**src/rtl/vc_pop_scheduler.sv**
```systemverilog
// vc_pop_scheduler: sequencer between the main FIFO and the two VC FIFOs.
// It loads the FIFO thresholds after reset and pops the main FIFO while no VC is paused.
// Each popped word is routed to VC0 or VC1 by its class bit, with two cycles of latency.
// It also counts the words routed to each VC, latches errors and reports global idle.
module vc_pop_scheduler #(
    parameter int unsigned DATA_SIZE = 6,
    parameter int unsigned CLASS_BIT = DATA_SIZE - 1,
    parameter int unsigned THR_W     = 2,
    parameter int unsigned CNT_W     = 8
) (
    input  logic                 clk,
    input  logic                 reset_L,
    input  logic                 init,
    input  logic [THR_W-1:0]     umbral_MF_af,
    input  logic [THR_W-1:0]     umbral_MF_ae,
    input  logic [THR_W-1:0]     umbral_VC_af,
    input  logic [THR_W-1:0]     umbral_VC_ae,
    input  logic                 fifo_empty_main,
    input  logic                 fifo_error_main,
    input  logic [DATA_SIZE-1:0] data_demux_vc,
    input  logic                 pause_vc0,
    input  logic                 pause_vc1,
    input  logic                 error_vc0,
    input  logic                 error_vc1,
    input  logic                 empty_vc0,
    input  logic                 empty_vc1,
    output logic                 pop_main,
    output logic                 push_vc0,
    output logic                 push_vc1,
    output logic [DATA_SIZE-1:0] data_vc,
    output logic [THR_W-1:0]     afMF_o,
    output logic [THR_W-1:0]     aeMF_o,
    output logic [THR_W-1:0]     afVC_o,
    output logic [THR_W-1:0]     aeVC_o,
    output logic [2:0]           state,
    output logic [CNT_W-1:0]     cnt_vc0,
    output logic [CNT_W-1:0]     cnt_vc1,
    output logic                 error_out,
    output logic                 idle_out
);

    typedef enum logic [2:0] {
        StReset  = 3'd0,
        StInit   = 3'd1,
        StIdle   = 3'd2,
        StActive = 3'd3,
        StError  = 3'd4
    } state_e;

    state_e                 state_q, state_d;
    logic                   pend_q;
    logic                   push_vc0_q, push_vc1_q;
    logic [DATA_SIZE-1:0]   data_vc_q;
    logic [THR_W-1:0]       af_mf_q, ae_mf_q, af_vc_q, ae_vc_q;
    logic [CNT_W-1:0]       cnt_vc0_q, cnt_vc1_q;
    logic                   error_q;

    logic err_in;
    logic enter_err;
    logic do_push;

    // Pop gating, error detection and next-state selection.
    always_comb begin
        err_in    = fifo_error_main | error_vc0 | error_vc1;
        enter_err = (state_q != StReset) & err_in;
        pop_main  = ((state_q == StIdle) | (state_q == StActive)) & ~init & ~fifo_empty_main &
                    ~pause_vc0 & ~pause_vc1 & ~err_in;
        // A word popped last cycle is forwarded unless an error cuts it off.
        do_push   = pend_q & ~enter_err & (state_q != StError);

        state_d = state_q;
        unique case (state_q)
            StReset:  state_d = StInit;
            StInit: begin
                if (enter_err)  state_d = StError;
                else if (!init) state_d = StIdle;
            end
            StIdle: begin
                if (enter_err)     state_d = StError;
                else if (init)     state_d = StInit;
                else if (pop_main) state_d = StActive;
            end
            StActive: begin
                if (enter_err)                      state_d = StError;
                else if (init)                      state_d = StInit;
                else if (fifo_empty_main && !pend_q) state_d = StIdle;
            end
            StError:  state_d = StError;
            default:  state_d = StReset;
        endcase
    end

    // All sequential state: FSM, routing pipeline, thresholds, counters and sticky error.
    always_ff @(posedge clk) begin
        if (!reset_L) begin
            state_q    <= StReset;
            pend_q     <= 1'b0;
            push_vc0_q <= 1'b0;
            push_vc1_q <= 1'b0;
            data_vc_q  <= '0;
            af_mf_q    <= '0;
            ae_mf_q    <= '0;
            af_vc_q    <= '0;
            ae_vc_q    <= '0;
            cnt_vc0_q  <= '0;
            cnt_vc1_q  <= '0;
            error_q    <= 1'b0;
        end else begin
            state_q <= state_d;
            pend_q  <= pop_main;
            if (do_push) begin
                data_vc_q  <= data_demux_vc;
                push_vc1_q <= data_demux_vc[CLASS_BIT];
                push_vc0_q <= ~data_demux_vc[CLASS_BIT];
            end else begin
                push_vc0_q <= 1'b0;
                push_vc1_q <= 1'b0;
            end
            if (state_q == StInit) begin
                af_mf_q <= umbral_MF_af;
                ae_mf_q <= umbral_MF_ae;
                af_vc_q <= umbral_VC_af;
                ae_vc_q <= umbral_VC_ae;
            end
            // Counters follow the registered push strobes and wrap naturally.
            cnt_vc0_q <= cnt_vc0_q + {{(CNT_W-1){1'b0}}, push_vc0_q};
            cnt_vc1_q <= cnt_vc1_q + {{(CNT_W-1){1'b0}}, push_vc1_q};
            if (enter_err) error_q <= 1'b1;
        end
    end

    // Output mapping and combinational idle detect.
    always_comb begin
        push_vc0  = push_vc0_q;
        push_vc1  = push_vc1_q;
        data_vc   = data_vc_q;
        afMF_o    = af_mf_q;
        aeMF_o    = ae_mf_q;
        afVC_o    = af_vc_q;
        aeVC_o    = ae_vc_q;
        state     = state_q;
        cnt_vc0   = cnt_vc0_q;
        cnt_vc1   = cnt_vc1_q;
        error_out = error_q;
        idle_out  = (state_q == StIdle) & fifo_empty_main & empty_vc0 & empty_vc1 & ~pend_q &
                    ~push_vc0_q & ~push_vc1_q;
    end

endmodule

```
**config.mk**
```make
export PLATFORM = sky130hd
export DESIGN_NAME = vc_pop_scheduler
export DESIGN_NICKNAME = d
export VERILOG_FILES = /design/src/rtl/vc_pop_scheduler.sv
export SDC_FILE = /design/constraint.sdc
export NUM_CORES = 1
export LEC_CHECK = 0
export BUFFER_PORTS_ARGS = -buffer_cell sky130_fd_sc_hd__buf_4
export CAP_MARGIN = 10
export CORE_AREA = 2 2 58 60
export DETAILED_ROUTE_END_ITERATION = 6
export DIE_AREA = 0 0 60 62
export GPL_TIMING_DRIVEN = 0
export HOLD_SLACK_MARGIN = 0.02
export PLACE_DENSITY = 0.78
export SKIP_CTS_REPAIR_TIMING = 1
export SLEW_MARGIN = 30
export SYNTH_ARGS = -nofsm -noshare
export SYNTH_HDL_FRONTEND = slang
export SYNTH_SLANG_ARGS = --single-unit
```
**constraint.sdc**
```tcl
create_clock -name clk -period 2.45 [get_ports clk]
set_input_delay 0.49 -clock clk [delete_from_list [all_inputs] [get_ports clk]]
set_output_delay 0.49 -clock clk [all_outputs]
set_load 0.02 [all_outputs]
```
== Word level (Yosys, flattened, before mapping) ==
Index checks and enable logic that the tools add are counted.
Storage, ports and cells
  output and inout port bits: 38
  flip-flop bits (word level): 37
Operators by class
  bitwise operators: 27
  mux-type cells: 9
  eq/ne operators: 8
  reductions and logical operators: 6
  $add $sub $neg: 2
Operators by type and width (count)
  two-way mux 3 bit: 8
  adder 8 x 1 -> 8 bit: 2
  one-hot mux 3 bit (5 select lines): 1
  AND 1 bit: 14
  NOT 1 bit: 10
  == test 3 x 2 -> 1 bit, second input constant: 2
  inequality test 3 bit, second input constant: 2
  inequality test 4 x 3 -> 1 bit, second input constant: 1
  inequality test 4 bit, second input constant: 1
  == test 3 x 1 -> 1 bit, second input constant: 1
  == test 3 bit, second input constant: 1
  logical NOT 3 bit: 1
  bitwise OR 1 bit: 3
  AND reduction 3 bit: 1
  nonzero test 3 bit: 1
  AND reduction 2 bit: 1
  logical AND 1 bit: 1
  logical NOT 1 bit: 1

== Logic depth before layout (Yosys ltp) ==
  word-level depth: 11
  gate-level depth with buffers: 6
  gate-level depth less buffers: 5

== Worst setup path after synthesis ==
Ideal clock, no wire load.
  path type: input -> output
  start point: input port fifo_empty_main
  end point: output port idle_out
  arrival: 1.517 ns
  path buffers: 0
  cell stages on the path: 3
  slack: 0.443 ns
  required time: 1.960 ns
  path through: nor2b_1 nand4_1 nor4b_1
Between the ends
  cells in the longest elaborated chain, start to end: 6
Ends and longest elaborated chain
  from (decl): line 18  | input logic fifo_empty_main,
  AND 1 bit (5 in series): line 145  | idle_out = (state_q == StIdle) & fifo_empty_main & empty_vc0 & empty_vc1 & ~pend_q &
  AND 1 bit: line 146  | ~push_vc0_q & ~push_vc1_q;
  to (decl): line 39  | output logic idle_out
Every way passes these cells.

== Worst setup path after layout ==
  start point: register pend_q
  end point: output port idle_out
Between the ends
  cells in the longest elaborated chain, start to end: 4
Ends and longest elaborated chain
  from (decl): line 51  | logic pend_q;
  from (signal assigned): line 110  | pend_q <= pop_main;
  NOT 1 bit: line 145
  AND 1 bit (2 in series): line 145
  AND 1 bit: line 146
Every way passes these cells.

==> key figures <==
Route
  • Via-to-Cell Ratio: 4.84
  • Vias: 1,302
  • Post-DRT Antenna Nets: 0
  • DRT Wirelength: 3090 um
  • Routed wire length per instance: 11.5 um
  • Residual DRC count: 0
  • DRT iter0 DRCs: 63
  • TritonRoute pass-1 iters: 4

Worst setup path
  • CP Launch Type: flip-flop
  • Length in cells of the worst reg-to-reg path: 5
  • R2R Setup Slk: 1.03 ns
  • Reg2Reg Capture Point: data_vc[2]
  • Crit-path slowest cell: dfxtp_1
  • Buf/Inv on CP: 1
  • Crit path DAT: 1.49 ns
  • Ordered list of cells on the worst path: nor2b_1 -> nand4_1 -> nor4b_1 -> buf_4
  • Slowest stage delay, CP: 0.35 ns
  • Worst EP required: 1.96 ns
  • Top delay family on crit path: simple AND/OR/NAND/NOR gates
  • Crit. End Element: output pin
  • Crit path kind: flip-flop to output pin
  • Reg-to-reg startpoint: state[1]
  • Max FO, Critical Path: 3

Clocking
  • CTS root buffer: clkbuf_4
  • TritonCTS clock tree: built
  • CTS Sinks: 37
  • CTS Buf Count: 5
  • Worst-Skew Late Latency: 0.33 ns
  • Clk pin slew, worst setup/hold paths: 0.11 ns
  • H-tree depth: 2
  • CTS Buffer Depth: 2

Cells and area
  • Area growth from synthesis to layout: 41.0%
  • Final nets: 251
  • Share of cells above drive strength 1: 0.354
  • Number of diodes: 0
  • Most frequent cells in the layout: buf_4 (64), dfxtp_1 (37), nor2_1 (25)
  • Finished Cell Area: 2090 um^2
  • Commonest non-fill, non-tap cell in the layout: buf_4

STA
  • Post-route minimum period: 1.98 ns
  • Final worst-path cycle share: 0.807
  • Worst-Margin Slew: 0.475 ns
  • Fin Clk Skew: 0.00859 ns
  • Max transition margin: 0.683
  • FMAX: 506 MHz
  • Setup TNS: 0 ns
  • Fin. Hold Viols: 0
  • # setup viols final: 0
  • Final Slew Violations: 0
  • Final Worst Setup Slack: 0.473 ns
  • Min Hold Slack: 0.317 ns
  • RSZ-0062 raised after global routing: false

Place
  • Setup Slack @ Placement: 0.506 ns
  • Routability cong.: 0.796
  • Post-DP HPWL: 2390 um
  • I/O Buffers: 62
  • Post-DP Area: 2000 um^2

Synth
  • Post-Syn Area per Cell: 9.68 um^2
  • Syn Nets: 182
  • Mapped Area: 1480 um^2
  • Synth cell types: 31
  • Seq cells post-synth: 37
  • Yosys warnings: 0
  • Post-synthesis sequential area ratio: 0.500
  • Mapped Cells: 153

Worst hold path
  • Path category of the worst min-delay check: primary input to flip-flop
  • Hold path depth: 2
  • Hold wc startpoint: data_demux_vc[5]
  • Hold Path End: push_vc0

Pwr
  • Power consumption: 1230 uW
  • Leak: 0.000974 uW
  • Power Dens Cells: 588 nW/um^2
  • Worst VDD drop: 400 uV

GRT
  • First-pass GRT wire length: 4860 um
  • Vias in the first global route: 1,133
  • GRT Total Usage: 0.177
  • Largest net degree at the start of global routing: 12
  • Initial antenna violation count: 0
  • Overflow after GRT: 0

Floorplanning
  • Core ar.: 3180 um^2
  • Initial core utilization: 0.466
  • # rows: 21
  • IO Count: 63
  • Die Wd: 60 um
  • Full die area: 3720 um^2
  • Die H: 62 um

Job
  • Max-cap violations: 0

Run status
  • Status: finished clean
## state kept, by name, indices dropped and copies added, names as in the netlist, 2 cells and up
| name | cells |
|---|---|
| state | 3 |
| afVC_o | 2 |
| cnt_vc0 | 8 |
| afMF_o | 2 |
| aeMF_o | 2 |
| data_vc | 6 |
| cnt_vc1 | 8 |
| aeVC_o | 2 |
## cell usage after synthesis, drive strengths merged
cell type / instances / area (um^2)
dfxtp: 37 / 741
a211o: 1 / 8.76
clkbuf: 3 / 11.3
and2: 5 / 31.3
nor4b: 2 / 17.5
a21oi: 1 / 5.00
buf: 4 / 31.3
mux2i: 8 / 80.1
xnor2: 4 / 35.0
nand4: 1 / 6.26
nand2: 7 / 26.3
a31o: 1 / 8.76
a221oi: 1 / 15.0
xor2: 8 / 70.1
inv: 1 / 3.75
nor2: 25 / 93.8
o21a: 1 / 7.51
and4: 1 / 10.0
nand3: 13 / 65.1
and3: 6 / 38.8
nor2b: 6 / 37.5
nor3: 4 / 31.3
ha: 4 / 50.1
nor3b: 1 / 7.51
or2: 1 / 6.26
o21ai: 6 / 30.0
a31oi: 1 / 12.5
## area by class of cell
type | count | area, um^2
sequential | 37 | 741
clock inverter | 1 | 30.0
clock buffer | 7 | 55.1
inverter | 1 | 3.75
fill | 277 | 1090
multi-input combinational | 108 | 694
timing repair buffer | 62 | 465
tap | 46 | 57.6
buffer | 7 | 42.5
## layer usage
metal  global-route usage  share of wire
met1                0.212           0.40
met2                0.303           0.53
met5                    0              0
met3               0.0455          0.057
met4               0.0762         0.0084
## through the flow
| step | instances | utilization |
|---|---|---|
| CTS | 269 | 0.657 |
| global placement | 261 | 0.630 |
| finish | 269 | 0.657 |
| floorplan | 153 | - |
| global route | 269 | 0.657 |
| detailed placement | 261 | 0.630 |
## cell families after synthesis
| logic type | Yosys count | share of synthesized area |
|---|---|---|
| buffers and inverters | 8 | 0.0312 |
| xor gates and xnor gates | 12 | 0.0709 |
| and+or+nand+nor | 72 | 0.251 |
| DFF | 37 | 0.500 |
| AOI/OAI and AO/OA | 12 | 0.0591 |
| muxes | 8 | 0.0541 |
| adders and majority gates | 4 | 0.0338 |
## worst max-delay path by stage
| stage | from | to | slack [ns] | depth (start not counted) |
|---|---|---|---|---|
| 3_3_place_gp | error_vc0 | pop_main | 0.53 | 5 |
| 4_1_cts | pend_q | idle_out | 0.44 | 4 |
| 6_report | pend_q | idle_out | 0.47 | 4 |
| 3_5_place_dp | error_vc0 | pop_main | 0.51 | 5 |
| 2_1_floorplan | fifo_empty_main | idle_out | 0.44 | 3 |
| 5_1_grt | pend_q | idle_out | 0.36 | 4 |
## worst register-to-register path: stages, from the launching register on
cell and delay [ns]:
dfxtp_1 0.39, or2_1 0.30, a31oi_2 0.27, buf_4 0.21, nand3_1 0.09, o21ai_0 0.09
## power by group
group          internal (uW)  switching [uW]
Sequential               619            13.0
Clock                    244             186
Combinational           84.9            81.7
Total                    948             281
Note: power is estimated with default switching activity, not from simulation.
